## src/rtl/tape_pkg.sv

```systemverilog
// Shared types and constants for the cassette playback path.
package tape_pkg;

   typedef enum logic [3:0] {
      ST_IDLE,
      ST_GAP,
      ST_LEADER,
      ST_FETCH,
      ST_WAIT_ACK,
      ST_SEND,
      ST_WAIT_DONE,
      ST_PAUSE,
      ST_END
   } tape_state_t;

   localparam logic [7:0] LEADER_BYTE = 8'h55;
   localparam logic [7:0] SYNC_BYTE   = 8'h7F;
   localparam int         HDR_RUN_MIN = 4;

endpackage

```

## src/rtl/tape_sequencer_if.sv

```systemverilog
// Image-buffer read port plus bit-generator handshake seen by the tape sequencer.
interface tape_sequencer_if #(
   parameter int ADDR_W = 24
);
   logic              buf_rd;
   logic [ADDR_W-1:0] buf_addr;
   logic [7:0]        buf_data;
   logic              buf_ack;
   logic              gen_start;
   logic [7:0]        gen_din;
   logic              gen_extend;
   logic              gen_done;

   modport master (
      output buf_rd, buf_addr, gen_start, gen_din, gen_extend,
      input  buf_data, buf_ack, gen_done
   );

   modport slave (
      input  buf_rd, buf_addr, gen_start, gen_din, gen_extend,
      output buf_data, buf_ack, gen_done
   );
endinterface

```

## src/rtl/tape_hdr_detect.sv

```systemverilog
// Flags a sync byte that follows a run of at least HDR_RUN_MIN leader-valued data bytes.
module tape_hdr_detect
   import tape_pkg::*;
(
   input  logic       clk,
   input  logic       reset,
   input  logic       clr,
   input  logic       byte_vld,
   input  logic [7:0] byte_in,
   output logic       hdr
);
   localparam int RW = $clog2(HDR_RUN_MIN + 1);

   logic [RW-1:0] run_q;

   assign hdr = (byte_in == SYNC_BYTE) && (run_q >= RW'(HDR_RUN_MIN));

   // Run length saturates at the threshold; longer runs behave identically.
   always_ff @(posedge clk) begin
      if (reset || clr) begin
         run_q <= '0;
      end else if (byte_vld) begin
         if (byte_in != LEADER_BYTE)
            run_q <= '0;
         else if (run_q < RW'(HDR_RUN_MIN))
            run_q <= run_q + 1'b1;
      end
   end
endmodule

```

## src/rtl/tape_sequencer.sv

```systemverilog
// Cassette image playback controller: gap/leader insertion, motor follow, generator handshake.
// Optional block-header re-sync (extra gap + leader before a 0x7F sync byte): TAPE_HDR_DETECT_EN.
module tape_sequencer
   import tape_pkg::*;
#(
   parameter int          LEADER_BYTES = 256,
   parameter logic [23:0] GAP_CYCLES   = 24'd21_333_333,
   parameter int          ADDR_W       = 24
) (
   input  logic              clk,
   input  logic              reset,
   input  logic              play,
   input  logic              rewind,
   input  logic              motor,
   input  logic [ADDR_W-1:0] img_size,
   tape_sequencer_if.master  bus,
   output logic              busy,
   output logic              eof
);
   localparam int LW = $clog2(LEADER_BYTES + 2);

   tape_state_t       state_q, state_d;
   logic [ADDR_W-1:0] addr_q, addr_d, addr_nxt;
   logic [7:0]        din_q, din_d;
   logic              ext_q, ext_d;
   logic              leader_q, leader_d;
   logic              seen_low_q, seen_low_d;
   logic [LW-1:0]     lcnt_q, lcnt_d;
   logic [23:0]       gcnt_q, gcnt_d;
   logic              rd_q, start_q;
   logic              gap_done, resume;

   assign addr_nxt = (addr_q != img_size) ? addr_q + 1'b1 : addr_q;
   assign gap_done = ({1'b0, gcnt_q} + 25'd1) >= {1'b0, GAP_CYCLES};
   assign resume   = motor & play;

`ifdef TAPE_HDR_DETECT_EN
   logic hdr_pend_q, hdr_pend_d, hdr_hit;

   tape_hdr_detect u_hdr (
      .clk      (clk),
      .reset    (reset),
      .clr      ((state_q == ST_GAP) && gap_done),
      .byte_vld ((state_q == ST_WAIT_ACK) && bus.buf_ack),
      .byte_in  (bus.buf_data),
      .hdr      (hdr_hit)
   );
`endif

   always_comb begin
      state_d    = state_q;
      addr_d     = addr_q;
      din_d      = din_q;
      ext_d      = ext_q;
      leader_d   = leader_q;
      seen_low_d = seen_low_q;
      lcnt_d     = lcnt_q;
      gcnt_d     = gcnt_q;
`ifdef TAPE_HDR_DETECT_EN
      hdr_pend_d = hdr_pend_q;
`endif
      case (state_q)
         ST_IDLE: begin
            if (rewind) begin
               addr_d = '0;
            end else if (resume && (addr_q < img_size)) begin
               state_d = ST_GAP;
               gcnt_d  = '0;
            end
         end
         ST_GAP: begin
            if (gap_done) begin
               state_d = ST_LEADER;
               lcnt_d  = '0;
            end else begin
               gcnt_d = gcnt_q + 1'b1;
            end
         end
         ST_LEADER: begin
            if (lcnt_q == LW'(LEADER_BYTES)) begin
`ifdef TAPE_HDR_DETECT_EN
               // A held-back sync byte goes out straight after its inserted leader.
               if (hdr_pend_q) begin
                  din_d      = SYNC_BYTE;
                  ext_d      = 1'b1;
                  leader_d   = 1'b0;
                  hdr_pend_d = 1'b0;
                  state_d    = ST_SEND;
               end else begin
                  state_d = ST_FETCH;
               end
`else
               state_d = ST_FETCH;
`endif
            end else begin
               din_d    = LEADER_BYTE;
               ext_d    = 1'b0;
               leader_d = 1'b1;
               state_d  = ST_SEND;
            end
         end
         ST_FETCH: state_d = ST_WAIT_ACK;
         ST_WAIT_ACK: begin
            if (bus.buf_ack) begin
`ifdef TAPE_HDR_DETECT_EN
               if (hdr_hit) begin
                  hdr_pend_d = 1'b1;
                  gcnt_d     = '0;
                  state_d    = ST_GAP;
               end else begin
`else
               begin
`endif
                  din_d    = bus.buf_data;
                  ext_d    = 1'b1;
                  leader_d = 1'b0;
                  state_d  = ST_SEND;
               end
            end
         end
         ST_SEND: begin
            seen_low_d = 1'b0;
            state_d    = ST_WAIT_DONE;
         end
         ST_WAIT_DONE: begin
            // A done still high from the previous byte must drop before it counts.
            if (!seen_low_q) begin
               if (!bus.gen_done) seen_low_d = 1'b1;
            end else if (bus.gen_done) begin
               if (leader_q) begin
                  lcnt_d  = lcnt_q + 1'b1;
                  state_d = resume ? ST_LEADER : ST_PAUSE;
               end else begin
                  addr_d = addr_nxt;
                  if (addr_nxt == img_size) state_d = ST_END;
                  else if (!resume)         state_d = ST_PAUSE;
                  else                      state_d = ST_FETCH;
               end
            end
         end
         ST_PAUSE: begin
            if (rewind) begin
               addr_d  = '0;
               state_d = ST_IDLE;
`ifdef TAPE_HDR_DETECT_EN
               hdr_pend_d = 1'b0;
`endif
            end else if (resume) begin
               gcnt_d  = '0;
               state_d = ST_GAP;
            end
         end
         ST_END: begin
            if (rewind) begin
               addr_d  = '0;
               state_d = ST_IDLE;
            end
         end
         default: state_d = ST_IDLE;
      endcase
   end

   always_ff @(posedge clk) begin
      if (reset) begin
         state_q    <= ST_IDLE;
         addr_q     <= '0;
         din_q      <= '0;
         ext_q      <= 1'b0;
         leader_q   <= 1'b0;
         seen_low_q <= 1'b0;
         lcnt_q     <= '0;
         gcnt_q     <= '0;
         rd_q       <= 1'b0;
         start_q    <= 1'b0;
`ifdef TAPE_HDR_DETECT_EN
         hdr_pend_q <= 1'b0;
`endif
      end else begin
         state_q    <= state_d;
         addr_q     <= addr_d;
         din_q      <= din_d;
         ext_q      <= ext_d;
         leader_q   <= leader_d;
         seen_low_q <= seen_low_d;
         lcnt_q     <= lcnt_d;
         gcnt_q     <= gcnt_d;
         rd_q       <= (state_d == ST_FETCH);
         start_q    <= (state_d == ST_SEND);
`ifdef TAPE_HDR_DETECT_EN
         hdr_pend_q <= hdr_pend_d;
`endif
      end
   end

   assign bus.buf_rd     = rd_q;
   assign bus.buf_addr   = addr_q;
   assign bus.gen_start  = start_q;
   assign bus.gen_din    = din_q;
   assign bus.gen_extend = ext_q;
   assign busy           = (state_q != ST_IDLE) && (state_q != ST_END);
   assign eof            = (state_q == ST_END);
endmodule

```

## src/flat_wrapper.sv

```systemverilog
// flat-port wrapper written by rule: the top's interface ports become plain ports
module tape_sequencer_flat import tape_pkg::*;
#(
   parameter int          LEADER_BYTES = 256,
   parameter logic [23:0] GAP_CYCLES   = 24'd21_333_333,
   parameter int          ADDR_W       = 24
)
  (clk, reset, play, rewind, motor, img_size, busy, eof, bus_buf_rd, bus_buf_addr, bus_gen_start, bus_gen_din, bus_gen_extend, bus_buf_data, bus_buf_ack, bus_gen_done);
  tape_sequencer_if #(.ADDR_W(ADDR_W)) bus_i ();
  input  logic clk;
  input  logic reset;
  input  logic play;
  input  logic rewind;
  input  logic motor;
  input  logic [ADDR_W-1:0] img_size;
  output logic busy;
  output logic eof;
  output wire logic [$bits(bus_i.buf_rd)-1:0] bus_buf_rd;
  output wire logic [$bits(bus_i.buf_addr)-1:0] bus_buf_addr;
  output wire logic [$bits(bus_i.gen_start)-1:0] bus_gen_start;
  output wire logic [$bits(bus_i.gen_din)-1:0] bus_gen_din;
  output wire logic [$bits(bus_i.gen_extend)-1:0] bus_gen_extend;
  input wire logic [$bits(bus_i.buf_data)-1:0] bus_buf_data;
  input wire logic [$bits(bus_i.buf_ack)-1:0] bus_buf_ack;
  input wire logic [$bits(bus_i.gen_done)-1:0] bus_gen_done;
  assign bus_buf_rd = bus_i.buf_rd;
  assign bus_buf_addr = bus_i.buf_addr;
  assign bus_gen_start = bus_i.gen_start;
  assign bus_gen_din = bus_i.gen_din;
  assign bus_gen_extend = bus_i.gen_extend;
  assign bus_i.buf_data = bus_buf_data;
  assign bus_i.buf_ack = bus_buf_ack;
  assign bus_i.gen_done = bus_gen_done;
  tape_sequencer #(.LEADER_BYTES(LEADER_BYTES), .GAP_CYCLES(GAP_CYCLES), .ADDR_W(ADDR_W)) u_core (.clk(clk), .reset(reset), .play(play), .rewind(rewind), .motor(motor), .img_size(img_size), .bus(bus_i), .busy(busy), .eof(eof));
endmodule
```

## config.mk

```make
export PLATFORM = sky130hd
export DESIGN_NAME = tape_sequencer_flat
export DESIGN_NICKNAME = d
export VERILOG_FILES = /design/src/rtl/tape_pkg.sv /design/src/rtl/tape_sequencer_if.sv /design/src/rtl/tape_hdr_detect.sv /design/src/rtl/tape_sequencer.sv /design/src/flat_wrapper.sv
export SDC_FILE = /design/constraint.sdc
export NUM_CORES = 1
export LEC_CHECK = 0
export ABC_AREA = 1
export CAP_MARGIN = 10
export CORE_UTILIZATION = 61
export CTS_CLUSTER_SIZE = 12
export DETAILED_ROUTE_END_ITERATION = 10
export DONT_BUFFER_PORTS = 1
export GPL_ROUTABILITY_DRIVEN = 0
export HOLD_SLACK_MARGIN = 0.06
export PLACE_DENSITY = 0.87
export SYNTH_ARGS = -nofsm -noshare
export SYNTH_HDL_FRONTEND = slang
export SYNTH_SLANG_ARGS = --single-unit
```

## constraint.sdc

```tcl
create_clock -name clk -period 2.8 [get_ports clk]
set_input_delay 0.56 -clock clk [delete_from_list [all_inputs] [get_ports clk]]
set_output_delay 0.56 -clock clk [all_outputs]
set_load 0.02 [all_outputs]
```

==> results of run 1 <==
## synthesized netlist by cell type, drive strengths merged
library cell | number | area (um^2)
a21oi | 80 | 404
nor3 | 25 | 181
a211o | 1 | 8.76
o211ai | 4 | 30.0
a211oi | 1 | 7.51
nor4 | 2 | 12.5
xnor2 | 4 | 35.0
dfxtp | 74 | 1480
buf | 8 | 61.3
inv | 139 | 522
a31oi | 1 | 6.26
nand3 | 96 | 516
o221ai | 4 | 35.0
or2 | 2 | 12.5
nor2 | 144 | 561
ha | 29 | 363
clkbuf | 13 | 48.8
o21bai | 2 | 15.0
nand3b | 2 | 15.0
o21ai | 41 | 205
nand2 | 295 | 1130
nand4 | 16 | 100
xor2 | 21 | 184
o311ai | 1 | 8.76
## repair_timing
item                                   in CTS  in global routing
endpoints found under the hold margin       0                  0
setup endpoints to repair                   2                  9
pin swaps                                   0                 23
resized for setup                           2                 66
setup buffers                               0                  3
gates cloned                                0                  1
## cells by family (layout without fill, tap and decap cells)
logic type	Yosys count	count (layout)	synth area share
simple gates	582	583	0.425
buf+inv	160	241	0.106
flops	74	74	0.249
compound gates	135	135	0.121
xor+xnor	25	25	0.0368
fa+ha+maj	29	29	0.0611
## registers in the layout, summed over array words and instances, names as in the netlist
register / flops
u_core.bus.gen_extend: 1
u_core.state_q: 4
u_core.gcnt_q: 24
u_core.seen_low_q: 1
u_core.bus.gen_din: 8
u_core.bus.buf_rd: 1
u_core.bus.gen_start: 1
u_core.bus.buf_addr: 24
u_core.lcnt_q: 9
u_core.leader_q: 1
## cell type report
cell class,instances,share of cell area
sequential,74,0.209
clock buffer,9,0.0173
multi-input combinational,772,0.572
inverter,139,0.0729
timing repair buffer,86,0.0947
tap,129,0.0225
clock inverter,7,0.0115
## where the power goes
group | switching [mW] | internal, mW | total (mW)
clock | 0.478 | 0.427 | 0.905
combinational | 0.273 | 0.163 | 0.437
sequential | 0.0478 | 1.10 | 1.14
## routing by layer
metal,routed length (um),global-route usage,up-vias,part of all wire
met1,6750,0.378,3150,0.39
met5,0,0,-,0
met4,669,0.179,0,0.039
li1,-,-,3388,-
met2,8500,0.586,341,0.49
met3,1440,0.0589,66,0.083
## cells in the final DEF, fill, tap and decap left out, drive strengths merged
cell / synthesis / layout
nand3: 96 / 96
buf: 8 / 86
o211ai: 4 / 4
ha: 29 / 29
a31oi: 1 / 1
nand4: 16 / 16
nor4: 2 / 2
clkbuf: 13 / 9
xnor2: 4 / 4
a211o: 1 / 1
nor2: 144 / 144
clkinvlp: 0 / 2
xor2: 21 / 21
o221ai: 4 / 4
inv: 139 / 143
o21bai: 2 / 2
nand2: 295 / 296
dfxtp: 74 / 74
bufinv: 0 / 1
or2: 2 / 2
nand3b: 2 / 2
nor3: 25 / 25
a21oi: 80 / 80
a211oi: 1 / 1
o21ai: 41 / 41
o311ai: 1 / 1
## stage by stage
step	power, mW	worst slack [ps]	instance area (um^2)
after floorplan	1.46	202	5940
after global placement	1.56	-125	6640
after detailed placement	1.57	-201	6640
after CTS	2.46	52.2	6850
after global routing	2.59	-63.4	7160
final	2.49	112	7160
## final timing paths
kind | startpoint | endpoint
max | u_core.bus.buf_addr[0]$_SDFFE_PP0P_ | u_core.bus.buf_rd$_SDFF_PP0_
min reg2reg | u_core.gcnt_q[23]$_SDFFE_PP0P_ | u_core.gcnt_q[23]$_SDFFE_PP0P_
min | reset | u_core.bus.buf_addr[23]$_SDFFE_PP0P_
max reg2reg | u_core.bus.buf_addr[0]$_SDFFE_PP0P_ | u_core.bus.buf_rd$_SDFF_PP0_
==> results by group, run 1 <==
Run status
  • Status: completed

Floorplan
  • Core Box Area: 9330 um^2
  • Chip width: between 100 and 150 um
  • Die Y: 101 um
  • Die ar.: 10100 um^2
  • Row count: 35
  • I/O pin count: 76
  • Initial Utilization: 0.637

Drt
  • Vias per cell: 5.71
  • WL final: 17400 um
  • DR vias: 6945
  • Drt wl/cell: 14.3 um
  • Drt initial violations: between 400 and 500
  • Antenna Nets Post-Route: 0
  • Drt pass-1 iters: 5
  • # DRC: 0

Synth
  • Synth Net Count: 1073
  • Synth Cell Area: roughly 5900 um^2
  • Count of cell types in the netlist: 35
  • Mean Syn Cell Area: between 5 and 6 um^2
  • Yosys warns: 0
  • Post-Synthesis Cells: 1005
  • Sequential fraction of the synthesis area: 0.249
  • Synth Register Bits: between 70 and 80

Worst setup path
  • Critical Path Stages: 23
  • Critical-path cell with the highest stage delay: dfxtp_2
  • Arrival @ worst endpoint: between 2000 and 3000 ps
  • Crit Path Category: reg2reg
  • CP dominant cell by count: nand2_1
  • CP Max Fanout: 18
  • CP Capture Type: flop
  • CP top delay family: simple AND/OR/NAND/NOR gates
  • Required @ worst endpoint: just over 3000 ps
  • Worst Setup Start Kind: flop
  • R2r setup slk: 110 ps
  • FF-to-FF path depth: 23
  • Worst path cell trace: inv_1, ha_1, nand2_1, nor2_2, nand2_2, nor2_4, nand2_2, buf_12, buf_4, nand2_2, o21ai_2, nand2_1, nand2_1, nor2_1, nand2_1, nor2_2, nand3_2, nand2_1, nand2_1, nand2_1, nand2_1, nand3_1, nor2_1
  • Buffers & Inverters on Critical Path: 3
  • Critical path's largest stage delay: 330 ps

Power and ir drop
  • Leakage: 3.20 nW
  • Cell area power density: roughly 350 nW/um^2
  • Peak supply drop: 0.357 mV

Place
  • Placed Instances: between 1000 and 1500
  • Hpwl dp: roughly 12000 um
  • # port buffers: 0

Layout
  • Layout cell share with drive strength beyond 1: 0.189
  • Fillers: 700
  • Nets: 1150
  • N_diodes: 0
  • Final Non-Filler Cells: between 1000 and 1500
  • Layout area overhead: 20.5%
  • Final core utilization: 0.768
  • Seq. cell area: between 1000 and 1500 um^2
  • Multi-input logic area: around 4100 um^2

Timing
  • Final Cycle Share: 0.960
  • Setup Skew: between 15 and 20 ps
  • RSZ-0062 raised after global routing: yes
  • Worst Tran Pin Value: 837 ps
  • FMAX: 372 MHz
  • Final Hold Vio Count: 0
  • Slew Viols, Final: 0
  • Fin Setup TNS: 0 ps
  • Final setup fails: 0
  • Final Critical Period: about 2700 ps
  • Normalized max-slew margin: 0.441
  • Hold WS: 236 ps

Clocking
  • CTS tree: yes
  • Sink Count: 74
  • CTS Buf Count: 9
  • CTS root buf: clkbuf_8
  • Maximum clock path buffer count: 2
  • H-tree levels: 3
  • CTS Hold Buffers Added: 0
  • Clock-pin slew on the worst setup and hold paths: 100 ps
  • Clock Latency Late Sink: 370 ps

Run
  • Maxcap violations: 0

Worst hold path
  • Hold crit path type: in2reg
  • Hold depth: 1

GRT
  • Aggregate global-route resource usage: 0.331
  • GRT overflow: 0
  • Pin count of the biggest net entering global routing: 41
  • Initial antenna violation count: 0
  • Vias in the first global route: 6261
  • First-pass GRT wire length: around 27000 um
Note: power is estimated with default switching activity, not from simulation.
==> run 2: changes to the inputs <==
--- a/config.mk
+++ b/config.mk
@@ -7,6 +7,8 @@
 export LEC_CHECK = 0
 export ABC_AREA = 1
 export CAP_MARGIN = 10
+export CORE_ASPECT_RATIO = 0.75
+export CORE_MARGIN = 3
 export CORE_UTILIZATION = 61
 export CTS_CLUSTER_SIZE = 12
 export DETAILED_ROUTE_END_ITERATION = 10
==> results by group, run 2 (same netlist as run 1, synthesis figures left out) <==
Worst setup path
  • Crit Path Category: reg2reg
  • FF-to-FF Start: u_core.bus.buf_addr[3]$_SDFFE_PP0P_
  • Critical path's largest stage delay: 330 ps (about the same)
  • Worst Setup Start Kind: flop
  • FF-to-FF path depth: 22 (-4.3%)
  • Worst path cell trace: ha_1, nand2_1, nor2_2, nand2_2, buf_4, clkinvlp_4, nand2_4, nand2_1, nand2_1, nand2_1, nand2_1, nand2_2, nor2_4, nand2_1, nor2_2, nand3_4, nand2_1, nand2_1, nand2_1, nand2_1, nand3_1, nor2_1
  • Worst Setup SP: u_core.bus.buf_addr[3]$_SDFFE_PP0P_
  • RR Endpoint: u_core.bus.buf_rd$_SDFF_PP0_
  • CP Max Fanout: 8 (-10)
  • Critical-path cell with the highest stage delay: dfxtp_1
  • Arrival @ worst endpoint: 3070 ps (+110 ps)
  • R2r setup slk: -40 ps (-150 ps)
  • Required @ worst endpoint: 3030 ps (-40 ps)
  • CP Capture Type: flop
  • CP dominant cell by count: nand2_1

Floorplan
  • Row count: 30 (-14%)
  • Core Box Area: 9270 um^2 (-0.60%)
  • Initial Utilization: 0.641 (+0.00387)
  • Die Y: 91.5 um (-9.2%)
  • I/O pin count: 76 (unchanged)
  • Die ar.: 11000 um^2 (+8.2%)
  • Chip width: 120 um (+19%)

Power and ir drop
  • Peak supply drop: 0.404 mV (+13%)
  • Cell area power density: 401 nW/um^2 (+15%)
  • Leakage: 3.31 nW (+3.7%)
  • Total power: 2.95 mW (+19%)

Timing
  • Final Cycle Share: 1.01 (+0.0527)
  • Setup Skew: 9.52 ps (-6.92 ps)
  • Final setup fails: 2 (+2)
  • Normalized max-slew margin: 0.420 (-0.0216)
  • Fin Setup TNS: -40.4 ps (-40.4 ps)
  • FMAX: 353 MHz (-5.2%)
  • RSZ-0062 raised after global routing: yes
  • Post-route worst setup slack: -35.3 ps (-148 ps)
  • Final Critical Period: 2840 ps (+148 ps)
  • Worst Tran Pin Value: 869 ps (+32.4 ps)
  • Final Hold Vio Count: 0 (unchanged)
  • Slew Viols, Final: 0 (unchanged)

Layout
  • Commonest non-fill, non-tap cells in the layout: nand2_1, inv_1, nor2_1, buf_4, nand3_1
  • Nets: 1161 (+0.96%)
  • N_diodes: 0 (unchanged)
  • Final Non-Filler Cells: 1226 (+0.82%)
  • Commonest non-fill, non-tap cell in the layout: nand2_1
  • Layout area overhead: 23.9%
  • Layout cell share with drive strength beyond 1: 0.192 (+0.00358)

GRT
  • Vias in the first global route: 6254 (-0.11%)
  • GRT overflow: 0 (unchanged)
  • Aggregate global-route resource usage: 0.332 (+0.000428)
  • Pin count of the biggest net entering global routing: 41 (unchanged)
  • First-pass GRT wire length: 29600 um (+9.9%)
  • Initial antenna violation count: 0 (unchanged)

Place
  • Placed Instances: 1206 (+0.84%)
  • # port buffers: 0 (unchanged)
  • Hpwl dp: 13700 um (+11%)

Worst hold path
  • Hold depth: 1 (unchanged)
  • Hold crit path type: in2reg
  • Hold Path Origin: reset
  • Hold endpoint: u_core.bus.buf_addr[0]$_SDFFE_PP0P_

Drt
  • # DRC: 0 (unchanged)
  • Drt pass-1 iters: 5 (unchanged)
  • Drt wl/cell: 15.9 um (+11%)
  • Vias per cell: 5.75 (+0.68%)
  • DR vias: 7050 (+1.5%)
  • Antenna Nets Post-Route: 0 (unchanged)
  • Drt initial violations: 937 (+130%)
  • WL final: 19400 um (+12%)

Clocking
  • H-tree levels: 3 (unchanged)
  • Clock Latency Late Sink: 350 ps (-20 ps)
  • Maximum clock path buffer count: 2 (unchanged)
  • CTS root buf: clkbuf_16
  • CTS Buf Count: 9 (unchanged)
  • CTS tree: yes
  • Clock-pin slew on the worst setup and hold paths: 70 ps (-30 ps)
  • Sink Count: 74 (unchanged)
  • CTS Hold Buffers Added: 0 (unchanged)

Run
  • Maxcap violations: 0 (unchanged)

Run status
  • Failing checks: negative setup slack
  • Status: finished, violations left
## run 2: cell type report
class                   instances  area, um^2
repair buffers                 97         759
flip-flops and latches         74        1480
inverters                     139         528
multi-input cells             772        4090
clock buffers                  10         229
clock inverters                 6         115
fillers                       641        1910
well taps                     128         160
## run 2: how the worst max path moves through the flow
| stage | slack (ps) | cells past startpoint | endpoint |
|---|---|---|---|
| floorplan | 200 | 22 | u_core.bus.buf_rd$_SDFF_PP0_ |
| global placement | -180 | 22 | u_core.bus.buf_rd$_SDFF_PP0_ |
| detailed placement | -230 | 22 | u_core.bus.buf_rd$_SDFF_PP0_ |
| CTS | 10 | 22 | u_core.bus.buf_rd$_SDFF_PP0_ |
| global route | -150 | 22 | u_core.bus.buf_rd$_SDFF_PP0_ |
| finish | -40 | 22 | u_core.bus.buf_rd$_SDFF_PP0_ |
## run 2: critical path, delay by kind of cell, from the launching register on
| kind | cells | cell delay (ps) |
|---|---|---|
| simple gates | 19 | 1790 |
| buf+inv | 2 | 280 |
| flops | 1 | 330 |
| fa+ha+maj | 1 | 320 |
## run 2: per-stage QoR
step                setup WS [ps]  cell area [um^2]   util  hold WS (ps)
floorplan                     202              5940      -           442
global placement             -185              6710  0.724           463
detailed placement           -233              6710  0.724           472
CTS                          14.7              7060  0.762           272
global route                 -151              7370  0.794           266
finish                      -35.3              7370  0.794           278
## run 2: timing repair
| action | in CTS | in global routing |
|---|---|---|
| pin swaps | 0 | 19 |
| endpoints found under the setup margin | 1 | 26 |
| buffers inserted | 0 | 3 |
| gates cloned | 0 | 1 |
| gates resized for setup | 1 | 76 |
## run 2: power by group
part | internal [mW] | leakage [nW] | switching, mW | total, mW
Combinational | 0.156 | 2.55 | 0.277 | 0.434
Clock | 0.875 | 0.163 | 0.494 | 1.37
Sequential | 1.10 | 0.600 | 0.0504 | 1.15
## run 2: metal layers
metal | GRT usage | wire length, um
met4 | 0.0896 | 389
met3 | 0.115 | 2720
met5 | 0 | 0
met1 | 0.462 | 8090
met2 | 0.485 | 8240
